## config.mk

```make
export PLATFORM = sky130hd
export DESIGN_NAME = hzu_ctrl
export DESIGN_NICKNAME = d
export VERILOG_FILES = /design/src/rtl/hzu_ctrl.sv
export SDC_FILE = /design/constraint.sdc
export NUM_CORES = 1
export LEC_CHECK = 0
export BUFFER_PORTS_ARGS = -buffer_cell sky130_fd_sc_hd__buf_4
export CAP_MARGIN = 20
export CORE_ASPECT_RATIO = 1.5
export CORE_MARGIN = 1
export CORE_UTILIZATION = 30
export CTS_BUF_LIST = sky130_fd_sc_hd__clkbuf_4 sky130_fd_sc_hd__clkbuf_8
export CTS_CLUSTER_DIAMETER = 30
export CTS_CLUSTER_SIZE = 14
export DETAILED_ROUTE_END_ITERATION = 10
export PLACE_DENSITY = 0.7
export SLEW_MARGIN = 25
export SYNTH_ARGS = -nofsm -noshare
export SYNTH_HDL_FRONTEND = slang
export SYNTH_SLANG_ARGS = --single-unit
export TNS_END_PERCENT = 5
```

## constraint.sdc

```tcl
create_clock -name clk -period 2.9 [get_ports clk]
set_input_delay 0.29 -clock clk [delete_from_list [all_inputs] [get_ports clk]]
set_output_delay 0.29 -clock clk [all_outputs]
set_load 0.01 [all_outputs]
```

## src/rtl/hzu_ctrl.sv

```systemverilog
// rtl/hzu_ctrl.sv - pipeline hazard/control unit: stall/flush encode, pending redirect, drain FSM, stall watchdog
// Optional performance counters enabled by defining HZU_PERF_CNT_EN.
module hzu_ctrl #(
  parameter int STAGES = 5,
  parameter int WDOG_W = 8,
  parameter int CNT_W  = 32
) (
  input  logic                      clk,
  input  logic                      rst,
  input  logic [STAGES-1:0]         inst_valid,
  input  logic [STAGES-1:0]         haz_req,
  input  logic                      redirect_req,
  input  logic [$clog2(STAGES)-1:0] redirect_stage,
  input  logic                      drain_req,
  input  logic                      stall_timeout_clr,
  output logic [STAGES-1:0]         stall,
  output logic [STAGES-1:0]         flush,
  output logic [STAGES-1:0]         flush_force,
  output logic                      drain_busy,
  output logic                      drain_done,
  output logic                      stall_timeout,
  output logic [CNT_W-1:0]          perf_stall_cnt,
  output logic [CNT_W-1:0]          perf_flush_cnt
);
  localparam int SW = $clog2(STAGES);

  typedef enum logic [1:0] {ST_IDLE, ST_DRAIN, ST_DONE} drain_st_t;

  drain_st_t         state_q, state_d;
  logic              pend_vld_q, pend_vld_d;
  logic [SW-1:0]     pend_stage_q, pend_stage_d;
  logic [WDOG_W-1:0] wdog_cnt_q, wdog_cnt_d;
  logic              stall_timeout_q, stall_timeout_d;

  logic [STAGES-1:0] haz_stall, haz_flush, drain_stall, drain_flush, stall_all, force_v;
  logic              run, cand_vld, cand_stalled, accept;
  logic [SW-1:0]     cand_stage;
  logic              unused_inst_valid0;

  assign unused_inst_valid0 = inst_valid[0];

  // Stall runs from stage 0 up to the highest hazard; the bubble goes just above it.
  always_comb begin
    haz_stall = '0;
    haz_flush = '0;
    run       = 1'b0;
    for (int j = STAGES - 1; j >= 0; j--) begin
      run          = run | haz_req[j];
      haz_stall[j] = run;
    end
    for (int j = 1; j < STAGES - 1; j++) begin
      haz_flush[j] = haz_stall[j-1] & ~haz_stall[j];
    end
    haz_flush[STAGES-1] = haz_req[STAGES-1] | (haz_stall[STAGES-2] & ~haz_stall[STAGES-1]);
  end

  always_comb begin
    drain_stall = '0;
    drain_flush = '0;
    if (state_q == ST_DRAIN) begin
      drain_stall[0] = 1'b1;
      drain_flush[1] = 1'b1;
    end
    stall_all = haz_stall | drain_stall;
  end

  // Live and pending redirects merge into one candidate; the older (higher) stage wins.
  always_comb begin
    cand_vld   = redirect_req | pend_vld_q;
    cand_stage = redirect_stage;
    if (pend_vld_q && (!redirect_req || (pend_stage_q > redirect_stage))) begin
      cand_stage = pend_stage_q;
    end
    cand_stalled = 1'b0;
    for (int j = 0; j < STAGES; j++) begin
      if (SW'(j) == cand_stage) cand_stalled = stall_all[j];
    end
    accept  = cand_vld & ~cand_stalled;
    force_v = '0;
    for (int j = 0; j < STAGES; j++) begin
      force_v[j] = accept && (SW'(j) < cand_stage);
    end
    pend_vld_d   = cand_vld & cand_stalled;
    pend_stage_d = cand_vld ? cand_stage : pend_stage_q;
  end

  // Timeout sets only on the step into saturation, so a clear sticks while the count stays pinned.
  always_comb begin
    wdog_cnt_d = '0;
    if (stall_all[0]) begin
      wdog_cnt_d = (wdog_cnt_q == '1) ? wdog_cnt_q : wdog_cnt_q + 1'b1;
    end
    stall_timeout_d = stall_timeout_q | ((wdog_cnt_d == '1) && (wdog_cnt_q != '1));
    if (stall_timeout_clr) stall_timeout_d = 1'b0;
  end

  always_comb begin
    state_d = state_q;
    case (state_q)
      ST_IDLE:  if (drain_req) state_d = ST_DRAIN;
      ST_DRAIN: if (inst_valid[STAGES-1:1] == '0) state_d = ST_DONE;
      ST_DONE:  state_d = ST_IDLE;
      default:  state_d = ST_IDLE;
    endcase
  end

  always_ff @(posedge clk or posedge rst) begin
    if (rst) begin
      state_q         <= ST_IDLE;
      pend_vld_q      <= 1'b0;
      pend_stage_q    <= '0;
      wdog_cnt_q      <= '0;
      stall_timeout_q <= 1'b0;
    end else begin
      state_q         <= state_d;
      pend_vld_q      <= pend_vld_d;
      pend_stage_q    <= pend_stage_d;
      wdog_cnt_q      <= wdog_cnt_d;
      stall_timeout_q <= stall_timeout_d;
    end
  end

  assign stall         = stall_all;
  assign flush         = haz_flush | drain_flush | force_v;
  assign flush_force   = force_v;
  assign drain_busy    = (state_q == ST_DRAIN);
  assign drain_done    = (state_q == ST_DONE);
  assign stall_timeout = stall_timeout_q;

`ifdef HZU_PERF_CNT_EN
  logic [CNT_W-1:0] perf_stall_q, perf_stall_d, perf_flush_q, perf_flush_d;

  always_comb begin
    perf_stall_d = perf_stall_q + CNT_W'(stall_all[0]);
    perf_flush_d = perf_flush_q + CNT_W'(|force_v);
  end

  always_ff @(posedge clk or posedge rst) begin
    if (rst) begin
      perf_stall_q <= '0;
      perf_flush_q <= '0;
    end else begin
      perf_stall_q <= perf_stall_d;
      perf_flush_q <= perf_flush_d;
    end
  end

  assign perf_stall_cnt = perf_stall_q;
  assign perf_flush_cnt = perf_flush_q;
`else
  assign perf_stall_cnt = '0;
  assign perf_flush_cnt = '0;
`endif
endmodule

```

== Word-level counts from Yosys, hierarchy flattened ==
Cells that the tools add are included.

* Flip-flop bits (word level): 15
* Input port bits: 18
* Output and inout port bits: 82
* Word-level logic and storage cells: 70

* $add $sub $neg: 1
* Magnitude comparators: 6
* Equality and inequality tests: 11
* Mux-type cells: 13
* Bitwise operators: 21
* Reduce and logical (&&, ||, !) cells: 13

{| class="wikitable"
|+ Operator list
! cell !! count
|-
| 8-bit equality test (second input constant) || 2
|-
| 8-bit 2-to-1 mux || 2
|-
| 8-bit by 1-bit adder with 8-bit output (second input constant) || 1
|-
| 8-bit != test (second input constant) || 1
|-
| 1-bit logical AND || 7
|-
| 1-bit 2-to-1 mux || 7
|-
| 1-bit OR || 7
|-
| 1-bit AND || 6
|-
| 2-bit by 3-bit equality test with 1-bit output (first input constant) || 2
|-
| 1-bit by 3-bit < comparator with 1-bit output (first input constant) || 2
|-
| 2-bit by 3-bit < comparator with 1-bit output (first input constant) || 2
|-
| 1-bit inverter || 5
|-
| 5-bit by 1-bit OR with 5-bit output || 1
|-
| 5-bit by 2-bit OR with 5-bit output || 1
|-
| 5-bit OR || 1
|-
| 4-bit zero test || 1
|-
| 2-bit 2-to-1 mux || 2
|-
| 2-bit one-hot mux with 2 select lines || 1
|-
| 1-bit by 3-bit equality test with 1-bit output (first input constant) || 1
|-
| 3-bit equality test (first input constant) || 1
|-
| 3-bit > comparator || 1
|-
| 3-bit zero test || 1
|-
| 3-bit < comparator (first input constant) || 1
|-
| 3-bit 2-to-1 mux || 1
|-
| 8 further kinds || 8
|}

== Logic depth before layout (Yosys ltp) ==
Gate-level depths: netlist of run 1.

* Depth in word-level cells: 14
* Depth in mapped cells: 9
* Depth with buffers taken out: 8

== Worst setup path before layout of run 1 ==
OpenSTA, ideal clock, no wires.

* Path kind: register to output
* Start: register pend_stage_q[2]
* End: output port flush_force[0]
* Arrival time: 2.605 ns
* Data required time: 2.610 ns
* Path slack: 0.005 ns
* Cell stages (with the launch flop): 9
* Buffers on the path: 1
* Cell sequence: dfrtp_1 ha_1 a21oi_1 a21oi_1 o21ai_1 mux2i_1 a211oi_1 a2111oi_2 buf_4

* Word-level cells in the longest chain between the ends: 13
* Elaborated cells between the ends (all ways): 18
* Those cells by class: order compare (2); eq/ne (4); mux (6); bitwise (2); reduce/logical (4)

{| class="wikitable"
|+ Ends and longest elaborated chain
! element !! line !! RTL
|-
| start: declaration || 31 || <nowiki>logic [SW-1:0] pend_stage_q, pend_stage_d;</nowiki>
|-
| start signal: assignment || 117 || <nowiki>pend_stage_q <= pend_stage_d;</nowiki>
|-
| 3-bit > comparator || 71 || <nowiki>if (pend_vld_q && (!redirect_req || (pend_stage_q > redirect_stage))) begin</nowiki>
|-
| 1-bit logical OR || 71 ||
|-
| 1-bit logical AND || 71 ||
|-
| 3-bit 2-to-1 mux * || 71 ||
|-
| 3-bit zero test || 76 || <nowiki>if (SW'(j) == cand_stage) cand_stalled = stall_all[j];</nowiki>
|-
| 1-bit 2-to-1 mux (5 in a row) || 76 ||
|-
| 1-bit inverter || 78 || <nowiki>accept = cand_vld & ~cand_stalled;</nowiki>
|-
| 1-bit AND || 78 ||
|-
| 1-bit logical AND * || 81 || <nowiki>force_v[j] = accept && (SW'(j) < cand_stage);</nowiki>
|-
| end: declaration || 18 || <nowiki>output logic [STAGES-1:0] flush_force,</nowiki>
|}

Every way passes the cells marked *; elsewhere a longest branch is shown, timed or not.

== Worst setup path after layout of run 1 ==
* Start: register pend_stage_q[1]
* End: output port flush_force[0]

The elaborated chain is that of the path after synthesis.

==> impl_metrics.tcl, run 1 <==
set metrics [dict create \
    critical_path.n_buffers_inverters 1 \
    timing.critical_path.cells "ha_1 > nand3b_1 > a21oi_2 > o21ai_2 > mux2i_2 > a211oi_2 > a2111oi_2 > buf_4" \
    cts.clk_slew.worst_paths_ns 0.06 \
    cts_buffers 3 \
    num_rows 33 \
    worst-setup-path-type "flop to output port" \
    router_iterations_before_antenna_repair 4 \
    final_nets 287 \
    setup.worst_path.end_class "output port" \
    synthDistinctLibCells 45 \
    grt_antenna_before_repair 0 \
    count_of_buffers_inserted_at_the_top_level_ports 34 \
    postSynth.asyncResetShare 1.00 \
    slew-limit-headroom 0.633 \
    multi_input_comb_area_sq_um 1090 \
    syn_area_sq_um 1730 \
    startpoint_type "flop" \
    number_of_global_route_vias_before_repair 1305 \
    cts_tree "built" \
    cell_count_after_synthesis 222 \
    power-per-cell-area_nw_per_um2 800 \
    drt_drc_violations_left 0 \
    worstHoldPathType "input pin to asynchronous set/reset pin" \
    cp_data_arrival_time_ns 2.49 \
    timing.critical_path.slowest_stage_cell "sky130_fd_sc_hd__dfrtp_1" \
    synthesis.yosys.warnings 0 \
    filler_cell_count 590 \
    die_area_sq_um 6080 \
    clk_root_buffer_cell "sky130_fd_sc_hd__clkbuf_8" \
    ys_dominant_reg_cell "sky130_fd_sc_hd__dfrtp_1" \
    postRouteWirelength_mm 3.72 \
    final-max-slew-violation-count 0 \
    post-route-min-period_ns 2.78 \
    vdd_ir_drop_max_mv 0.372 \
    place_worst_setup_slack_ns 0.0799 \
    drt_first_iter_violations 79 \
    setup_viol 0 \
    post_layout_nonfiller_instances 334 \
    layout_commonest_cell "sky130_fd_sc_hd__conb_1" \
    seqCellArea_sq_um 375 \
    timing.critical_path.fanout_max 5 \
    h-tree-depth 1 \
    fp.dieW_microns 64.0 \
    grt_remaining_overflow 0 \
    antenna_cells_inserted 0 \
    finalWeightedCongestion 0.856 \
    grt_max_degree 16 \
    post_synth.cell_area_avg_sq_um 7.79 \
    synth_seq_cells 15 \
    top_level_ports 100 \
    post_synth_edffs 0 \
    cpLargestDelayFamily "compound AO/OA/AOI/OAI gates" \
    max-clock-path-buffers 2 \
    drive_gt1_frac 0.254 \
    outcome "finished clean" \
    grt_pass1_wl_mm 5.95 \
    synth.yosys.seq_area_share 0.217 \
    power.static_leakage_nw 0.974 \
    max_freq_ghz 0.359 \
    core_sq_um 5490 \
    layout-area-overhead-vs-synth_pct 14.3 \
    max_cap_violations 0 \
    die_h_microns 95.0 \
    grt_util_overall 0.125 \
    ant_nets 0 \
    numPlacedInstances 328 \
    viasPerCell 4.62 \
    clk_latency_ns 0.25 \
    finalCritPeriodShare 0.960 \
    required_ns 2.61 \
    initial_core_util 0.315 \
    finalClockSkew_ns 0.00166 \
    worst_pin_slew_ns 0.551 \
    layout.cells.most_common_list "64 x sky130_fd_sc_hd__conb_1, 44 x sky130_fd_sc_hd__buf_4, 20 x sky130_fd_sc_hd__nor2_1, 15 x sky130_fd_sc_hd__dfrtp_1, 12 x sky130_fd_sc_hd__a21oi_1" \
    final-hold-violation-count 0 \
    dr_total_vias 1542 \
    detailedPlacementHpwl_mm 3.00 \
    setup_slack_ns 0.117 \
    worst_stage_delay_on_the_critical_path_ns 0.40 \
    numClockSinks 15 \
    drt-wirelength-per-cell_microns 11.1 \
]
-- registers in the layout, summed over array words and instances, names as in the netlist --
name           cells
stall_timeout      1
state_q            2
pend_vld_q         1
pend_stage_q       3
wdog_cnt_q         8
-- routing by layer --
layer  vias to the layer above  wire [microns]  part of all wire  GRT usage
met5                         -               0                 0          0
met4                         0              71             0.019     0.0814
met3                         6             212             0.057     0.0121
met2                        85            2020              0.54      0.229
met1                       719            1410              0.38      0.136
li1                        732               -                 -          -
-- area by class of cell --
class,instances,share of cell area
Sequential cell,15,0.190
Inverter,11,0.0209
Clock buffer,4,0.0247
Timing Repair Buffer,44,0.167
Multi-Input combinational cell,190,0.553
Tap cell,70,0.0443
-- cell families after synthesis --
kind of cell               after synthesis  share of synthesized area
buffers and inverters                   80                      0.317
and+or+nand+nor                         70                      0.224
AOI/OAI and AO/OA                       47                      0.185
DFF                                     15                      0.217
adders and majority gates                4                     0.0289
xor gates and xnor gates                 3                     0.0152
muxes                                    2                     0.0116
other                                    1                    0.00217
-- timing repair --
item                                    4_1_cts  5_1_grt
endpoints found under the setup margin        3        8
buffers inserted                              0        2
hold buffers                                  0        0
resized for setup                             3        8
hold endpoints to repair                      0        0
pin swaps                                     0        3
-- report_power, final --
part           internal (mW)  switching, mW  total (mW)
sequential             0.295          0.114       0.409
clock                  0.107         0.0706       0.177
combinational          0.460          0.535       0.995
total                  0.861          0.720        1.58
-- worst register-to-register path, delay by kind of cell, from the launching register on --
| kind | cells | cell delay (ns) |
|---|---|---|
| compound gates | 2 | 0.32 |
| fa+ha+maj | 1 | 0.33 |
| buf+inv | 1 | 0.17 |
| flops | 1 | 0.40 |
| simple gates | 4 | 0.80 |
-- cell usage after synthesis (all sizes together) (5+ instances only) --
cell	count	area, sq um
buf	66	495
nor2	20	75.1
a21oi	16	80.1
dfrtp	15	375
inv	11	41.3
nand2	10	37.5
nand3	6	30.0
nor3	6	41.3
o21ai	6	30.0
a31oi	5	31.3
-- per-stage QoR --
stage	power (mW)	util	setup TNS [ns]	instance area [sq um]	hold slack, ns
global placement	1.29	0.339	0	1860	0.391
CTS	1.51	0.350	-0.0792	1920	0.109
global route	1.71	0.360	-0.0372	1980	0.135
floorplan	1.04	-	0	1970	0.191
finish	1.58	0.360	0	1980	0.0858
detailed placement	1.31	0.339	0	1860	0.384
-- final timing paths --
kind / depth (start not counted) / slack (ns) / end / from
max: 8 / 0.12 / flush_force[0] / pend_stage_q[1]$_DFFE_PP0P_
min: 2 / 0.09 / wdog_cnt_q[2]$_DFF_PP0_ / rst
max reg2reg: 8 / 0.82 / pend_vld_q$_DFF_PP0_ / pend_stage_q[1]$_DFFE_PP0P_
min reg2reg: 1 / 0.45 / state_q[0]$_DFFE_PP0P_ / state_q[1]$_DFFE_PP0P_
max in group asynchronous: 2 / 2.45 / wdog_cnt_q[7]$_DFF_PP0_ / rst
min in group clk: 3 / 0.32 / state_q[0]$_DFFE_PP0P_ / drain_req
Power figures use the tool's default switching activity.
==> run 2, diff against run 1 <==
--- a/config.mk
+++ b/config.mk
@@ -7,6 +7,8 @@
 export LEC_CHECK = 0
 export BUFFER_PORTS_ARGS = -buffer_cell sky130_fd_sc_hd__buf_4
 export CAP_MARGIN = 20
+export CELL_PAD_IN_SITES_DETAIL_PLACEMENT = 0
+export CELL_PAD_IN_SITES_GLOBAL_PLACEMENT = 1
 export CORE_ASPECT_RATIO = 1.5
 export CORE_MARGIN = 1
 export CORE_UTILIZATION = 30
@@ -14,7 +16,7 @@
 export CTS_CLUSTER_DIAMETER = 30
 export CTS_CLUSTER_SIZE = 14
 export DETAILED_ROUTE_END_ITERATION = 10
-export PLACE_DENSITY = 0.7
+export PLACE_DENSITY = 0.92
 export SLEW_MARGIN = 25
 export SYNTH_ARGS = -nofsm -noshare
 export SYNTH_HDL_FRONTEND = slang
==> run 2 against run 1 <==
Effect of this change: maximum frequency is 1.4% lower; setup slack got worse by 0.040 ns; die area is the same; sequential cell count unchanged; critical path depth is the same; cell count rose by 0.30%; worst hold slack improved by 0.0011 ns; largest power group unchanged; highest routed layer unchanged.
==> impl_metrics.tcl, run 2 (same netlist as run 1, synthesis figures left out) <==
set metrics [dict create \
    outcome "finished clean" \
    die_area_sq_um 6080 \
    antenna_cells_inserted 0 \
    die_h_microns 95.0 \
    post-route-min-period_ns 2.82 \
    layout.cells.most_common_list "64 x sky130_fd_sc_hd__conb_1, 45 x sky130_fd_sc_hd__buf_4, 20 x sky130_fd_sc_hd__nor2_1, 15 x sky130_fd_sc_hd__dfrtp_1, 13 x sky130_fd_sc_hd__a21oi_1" \
    worst_pin_slew_ns 0.566 \
    max-clock-path-buffers 2 \
    drt_first_iter_violations 120 \
    timing.critical_path.fanout_max 5 \
    power.sequential.fraction 0.258 \
    worstHoldPathType "input pin to asynchronous set/reset pin" \
    fp.dieW_microns 64.0 \
    final-max-slew-violation-count 0 \
    ant_nets 0 \
    cts_buffers 3 \
    slew-limit-headroom 0.622 \
    p_int_mw 0.846 \
    finalClockSkew_ns 0.00354 \
    final-hold-violation-count 0 \
    router_iterations_before_antenna_repair 4 \
    worst-setup-path-type "flop to output port" \
    num_rows 33 \
    clk_root_buffer_cell "sky130_fd_sc_hd__clkbuf_8" \
    cts_tree "built" \
    worst_stage_delay_on_the_critical_path_ns 0.40 \
    grt_antenna_before_repair 0 \
    numClockSinks 15 \
    detailedPlacementHpwl_mm 2.95 \
    filler_cell_count 584 \
    combinationalPowerShare 0.630 \
    h-tree-depth 1 \
    power-per-cell-area_nw_per_um2 796 \
    total_power_mw 1.59 \
    grt_pass1_wl_mm 5.77 \
    final_nets 288 \
    switching_power_mw 0.745 \
    number_of_global_route_vias_before_repair 1308 \
    net_sw_frac 0.468 \
    viasPerCell 4.56 \
    max_cap_violations 0 \
    holdWs_ns 0.0869 \
    count_of_buffers_inserted_at_the_top_level_ports 34 \
    vdd_ir_drop_max_mv 0.541 \
    grt_setup_unrepaired "true" \
    grt_util_overall 0.120 \
    clk_latency_ns 0.26 \
    timing.critical_path.slowest_stage_cell "sky130_fd_sc_hd__dfrtp_1" \
    cts.clk_slew.worst_paths_ns 0.06 \
    power.static_leakage_nw 0.978 \
    share_clk_of_total_power 0.112 \
    grt_max_degree 16 \
    largest_reg_flops 8 \
    layout_commonest_cell "sky130_fd_sc_hd__conb_1" \
    setup.worst_path.end_class "output port" \
    core_sq_um 5490 \
    drt-wirelength-per-cell_microns 11.3 \
    drive_gt1_frac 0.257 \
    max_freq_ghz 0.354 \
    initial_core_util 0.315 \
    timing.critical_path.cells "ha_1 > nand3b_1 > a211o_1 > and3_1 > a21oi_1 > a211oi_2 > a2111oi_4 > buf_4" \
    registers.top_by_ff_count "wdog_cnt_q" \
    dr_total_vias 1529 \
    postRouteWirelength_mm 3.79 \
    drt_drc_violations_left 0 \
    startpoint_type "flop" \
    setup_viol 0 \
    required_ns 2.61 \
    finalWeightedCongestion 0.857 \
    reg.largest.list "wdog_cnt_q (8), pend_stage_q (3), state_q (2)" \
    finalCritPeriodShare 0.974 \
    grt_remaining_overflow 0 \
    cp_data_arrival_time_ns 2.53 \
    layout-area-overhead-vs-synth_pct 15.6 \
    top_level_ports 100 \
]
-- run 2: changes by cell type in the layout (fill, tap and decap cells not counted), sizes merged --
| cell | delta |
|---|---|
| clkbuf | -1 |
| buf | +1 |
| clkinvlp | +1 |
-- run 2: metal layers --
| layer | track usage | share of wire | routed length, microns |
|---|---|---|---|
| met2 | 0.214 | 0.53 | 2010 |
| met3 | 0.0145 | 0.066 | 251 |
| met5 | 0 | 0 | 0 |
| met4 | 0.0663 | 0.027 | 103 |
| met1 | 0.138 | 0.38 | 1430 |
-- run 2: cell type report --
class	instances	area (sq um)	share of cell area
multi-input cells	190	1110	0.554
flip-flops and latches	15	375	0.188
repair buffers	45	338	0.169
well taps	70	87.6	0.0438
clock buffers	3	41.3	0.0207
inverters	11	41.3	0.0207
clock inverters	1	7.51	0.00375
-- run 2: power groups by stage --
stage	Clock, mW	Sequential (mW)	Combinational [mW]
finish	0.178	0.410	1.00
global route	0.188	0.423	1.10
CTS	0.181	0.403	0.925
detailed placement	0	0.401	0.916
global placement	0	0.403	0.897
floorplan	0	0.376	0.667
-- run 2: worst max-delay path: cells and delay by family, from the launching register on --
kind	cells	cell delay, ns
AOI/OAI and AO/OA	4	0.97
and+or+nand+nor	2	0.40
adders and majority gates	1	0.33
buffers and inverters	1	0.18
DFF	1	0.40
-- run 2: path summary, 6_finish.rpt --
kind	endpoint	cells past startpoint	start	slack [ns]
min reg2reg	state_q[0]$_DFFE_PP0P_	1	state_q[1]$_DFFE_PP0P_	0.46
max in group asynchronous	wdog_cnt_q[7]$_DFF_PP0_	2	rst	2.44
max reg2reg	pend_vld_q$_DFF_PP0_	8	pend_stage_q[1]$_DFFE_PP0P_	0.72
max	flush_force[0]	8	pend_stage_q[1]$_DFFE_PP0P_	0.08
min in group clk	stall_timeout$_DFF_PP0_	3	stall_timeout_clr	0.31
min	wdog_cnt_q[2]$_DFF_PP0_	2	rst	0.09
-- run 2: timing repair --
| item | in CTS | in global routing |
|---|---|---|
| gates resized for setup | 2 | 10 |
| hold buffers | 0 | 0 |
| endpoints found under the hold margin | 0 | 0 |
| pin swaps | 1 | 3 |
| buffers inserted | 0 | 0 |
| endpoints found under the setup margin | 3 | 9 |
-- run 2: per-stage QoR --
step	cells	worst slack, ns	utilization	TNS, ns	cell area (sq um)
global route	335	-0.0422	0.364	-0.141	2000
floorplan	285	0.00522	-	0	1970
CTS	335	0.0601	0.354	0	1940
finish	335	0.0765	0.364	0	2000
detailed placement	331	0.148	0.343	0	1880
global placement	331	0.200	0.343	0	1880
==> run 3, diff against run 2 <==
--- a/config.mk
+++ b/config.mk
@@ -16,7 +16,7 @@
 export CTS_CLUSTER_DIAMETER = 30
 export CTS_CLUSTER_SIZE = 14
 export DETAILED_ROUTE_END_ITERATION = 10
-export PLACE_DENSITY = 0.92
+export PLACE_DENSITY_LB_ADDON = 0.08
 export SLEW_MARGIN = 25
 export SYNTH_ARGS = -nofsm -noshare
 export SYNTH_HDL_FRONTEND = slang
==> run 3 against run 2 <==
Effect of this change: sequential share of layout area decreased by 0.39 points; utilization rose by 0.77 points; via count shrank 2.5%; combinational power increased by 6%; count of clock-buffer cells in the layout is the same; non-clock buffer count grew 5; largest power group unchanged.
==> impl_metrics.tcl, run 3 (same netlist as run 1, synthesis figures left out) <==
set metrics [dict create \
    initial_core_util 0.315 \
    required_ns 2.61 \
    grt_max_degree 16 \
    cp_data_arrival_time_ns 2.49 \
    hold_buffers 0 \
    post-route-min-period_ns 2.78 \
    grt_pass1_wl_mm 6.27 \
    grt_antenna_before_repair 0 \
    core_sq_um 5490 \
    top_level_ports 100 \
    timing.critical_path.fanout_max 3 \
    vdd_ir_drop_max_mv 0.337 \
    layout.cells.most_common_list "64 x sky130_fd_sc_hd__conb_1, 50 x sky130_fd_sc_hd__buf_4, 20 x sky130_fd_sc_hd__nor2_1, 15 x sky130_fd_sc_hd__dfrtp_1, 13 x sky130_fd_sc_hd__a21oi_1" \
    clk_latency_ns 0.25 \
    drt_first_iter_violations 87 \
    tns_ns 0 \
    setup_viol 0 \
    grt_util_overall 0.134 \
    reg.largest.list "wdog_cnt_q (8), pend_stage_q (3), state_q (2)" \
    number_of_global_route_vias_before_repair 1329 \
    router_iterations_before_antenna_repair 4 \
    finalCritPeriodShare 0.957 \
    worstHoldPathType "input pin to asynchronous set/reset pin" \
    largest_reg_flops 8 \
    max_cap_violations 0 \
    drt-wirelength-per-cell_microns 12.1 \
    worst_r2r_startpoint "pend_stage_q[0]$_DFFE_PP0P_" \
    max_freq_ghz 0.360 \
    setup_slack_ns 0.124 \
    clk_root_buffer_cell "sky130_fd_sc_hd__clkbuf_8" \
    final-hold-violation-count 0 \
    final_nets 293 \
    setup.worst_path.end_class "output port" \
    cts_buffers 3 \
    power-per-cell-area_nw_per_um2 807 \
    num_rows 33 \
    fp.dieW_microns 64.0 \
    max-clock-path-buffers 2 \
    postRouteWirelength_mm 4.11 \
    slew-limit-headroom 0.620 \
    layout_commonest_cell "sky130_fd_sc_hd__conb_1" \
    layout-area-overhead-vs-synth_pct 18.1 \
    outcome "finished clean" \
    filler_cell_count 624 \
    die_area_sq_um 6080 \
    viasPerCell 4.39 \
    finalClockSkew_ns 0.00317 \
    detailedPlacementHpwl_mm 3.44 \
    h-tree-depth 1 \
    layout.cell_area.non_filler_sq_um 2040 \
    multi_input_comb_area_sq_um 1120 \
    worst-setup-path-type "flop to output port" \
    seqCellArea_sq_um 375 \
    dr_total_vias 1491 \
    die_h_microns 95.0 \
    drt_drc_violations_left 0 \
    ant_nets 0 \
    numClockSinks 15 \
    final-max-slew-violation-count 0 \
    worst_pin_slew_ns 0.569 \
    drive_gt1_frac 0.274 \
    place_worst_setup_slack_ns 0.0681 \
    place_area_sq_um 1910 \
    antenna_cells_inserted 0 \
    finalWeightedCongestion 0.804 \
    count_of_buffers_inserted_at_the_top_level_ports 34 \
    startpoint_type "flop" \
    registers.top_by_ff_count "wdog_cnt_q" \
    cts.clk_slew.worst_paths_ns 0.06 \
    power.static_leakage_nw 1.00 \
    grt_remaining_overflow 0 \
    holdWs_ns 0.0986 \
    cts_tree "built" \
    cp-startpoint "pend_stage_q[0]$_DFFE_PP0P_" \
]
## run 3: changes by cell type in the layout (fill, tap and decap cells not counted), moves of 2 or more
cell	delta
sky130_fd_sc_hd__o21ai_1	+2
sky130_fd_sc_hd__and3_4	+2
sky130_fd_sc_hd__ha_1	-2
sky130_fd_sc_hd__and3_1	-2
sky130_fd_sc_hd__buf_4	+5
## run 3: what timing repair did
action                     4_1_cts  5_1_grt
pin swaps                        1        4
resized for setup                3       11
setup endpoints to repair        3        9
setup buffers                    0        1
## run 3: critical path, cell delays in order, from the launching register on
cell	delay, ns
sky130_fd_sc_hd__dfrtp_1	0.40
sky130_fd_sc_hd__inv_2	0.07
sky130_fd_sc_hd__ha_2	0.27
sky130_fd_sc_hd__and3_4	0.19
sky130_fd_sc_hd__buf_4	0.12
sky130_fd_sc_hd__a211o_1	0.23
sky130_fd_sc_hd__nand3_1	0.13
sky130_fd_sc_hd__o211ai_2	0.11
sky130_fd_sc_hd__a211oi_2	0.36
sky130_fd_sc_hd__buf_4	0.17
sky130_fd_sc_hd__nor2_1	0.05
sky130_fd_sc_hd__buf_4	0.14
## run 3: routing by layer
layer | part of all wire | vias up | track usage
met2 | 0.58 | 50 | 0.264
li1 | - | 749 | -
met3 | 0.030 | 6 | 0.0109
met5 | 0 | - | 0
met1 | 0.37 | 686 | 0.144
met4 | 0.016 | 0 | 0.0549
## run 3: path summary, 6_finish.rpt
path                       cells after the start                      end  slack (ns)
max                                           11           flush_force[3]        0.12
min                                            2  wdog_cnt_q[1]$_DFF_PP0_         0.1
max reg2reg                                   10     pend_vld_q$_DFF_PP0_        0.79
min reg2reg                                    1   state_q[0]$_DFFE_PP0P_        0.45
max in group asynchronous                      2   state_q[0]$_DFFE_PP0P_        2.43
min in group clk                               3   state_q[0]$_DFFE_PP0P_        0.32
## run 3: cell type report
class                   count  area share
multi-input cells         190       0.547
flip-flops and latches     15       0.184
repair buffers             50       0.184
well taps                  70      0.0429
clock buffers               3      0.0202
inverters                  11      0.0202
clock inverters             1     0.00245
## run 3: stage by stage
step	util	cells	power (mW)
2_1_floorplan	-	285	1.04
3_3_place_gp	0.349	335	1.40
3_5_place_dp	0.349	335	1.39
4_1_cts	0.359	339	1.58
5_1_grt	0.372	340	1.79
6_report	0.372	340	1.65
## run 3: power breakdown
part / switching (mW) / internal [mW] / leakage, nW
clock: 0.0719 / 0.0951 / 0.0255
combinational: 0.548 / 0.511 / 0.799
sequential: 0.127 / 0.294 / 0.178
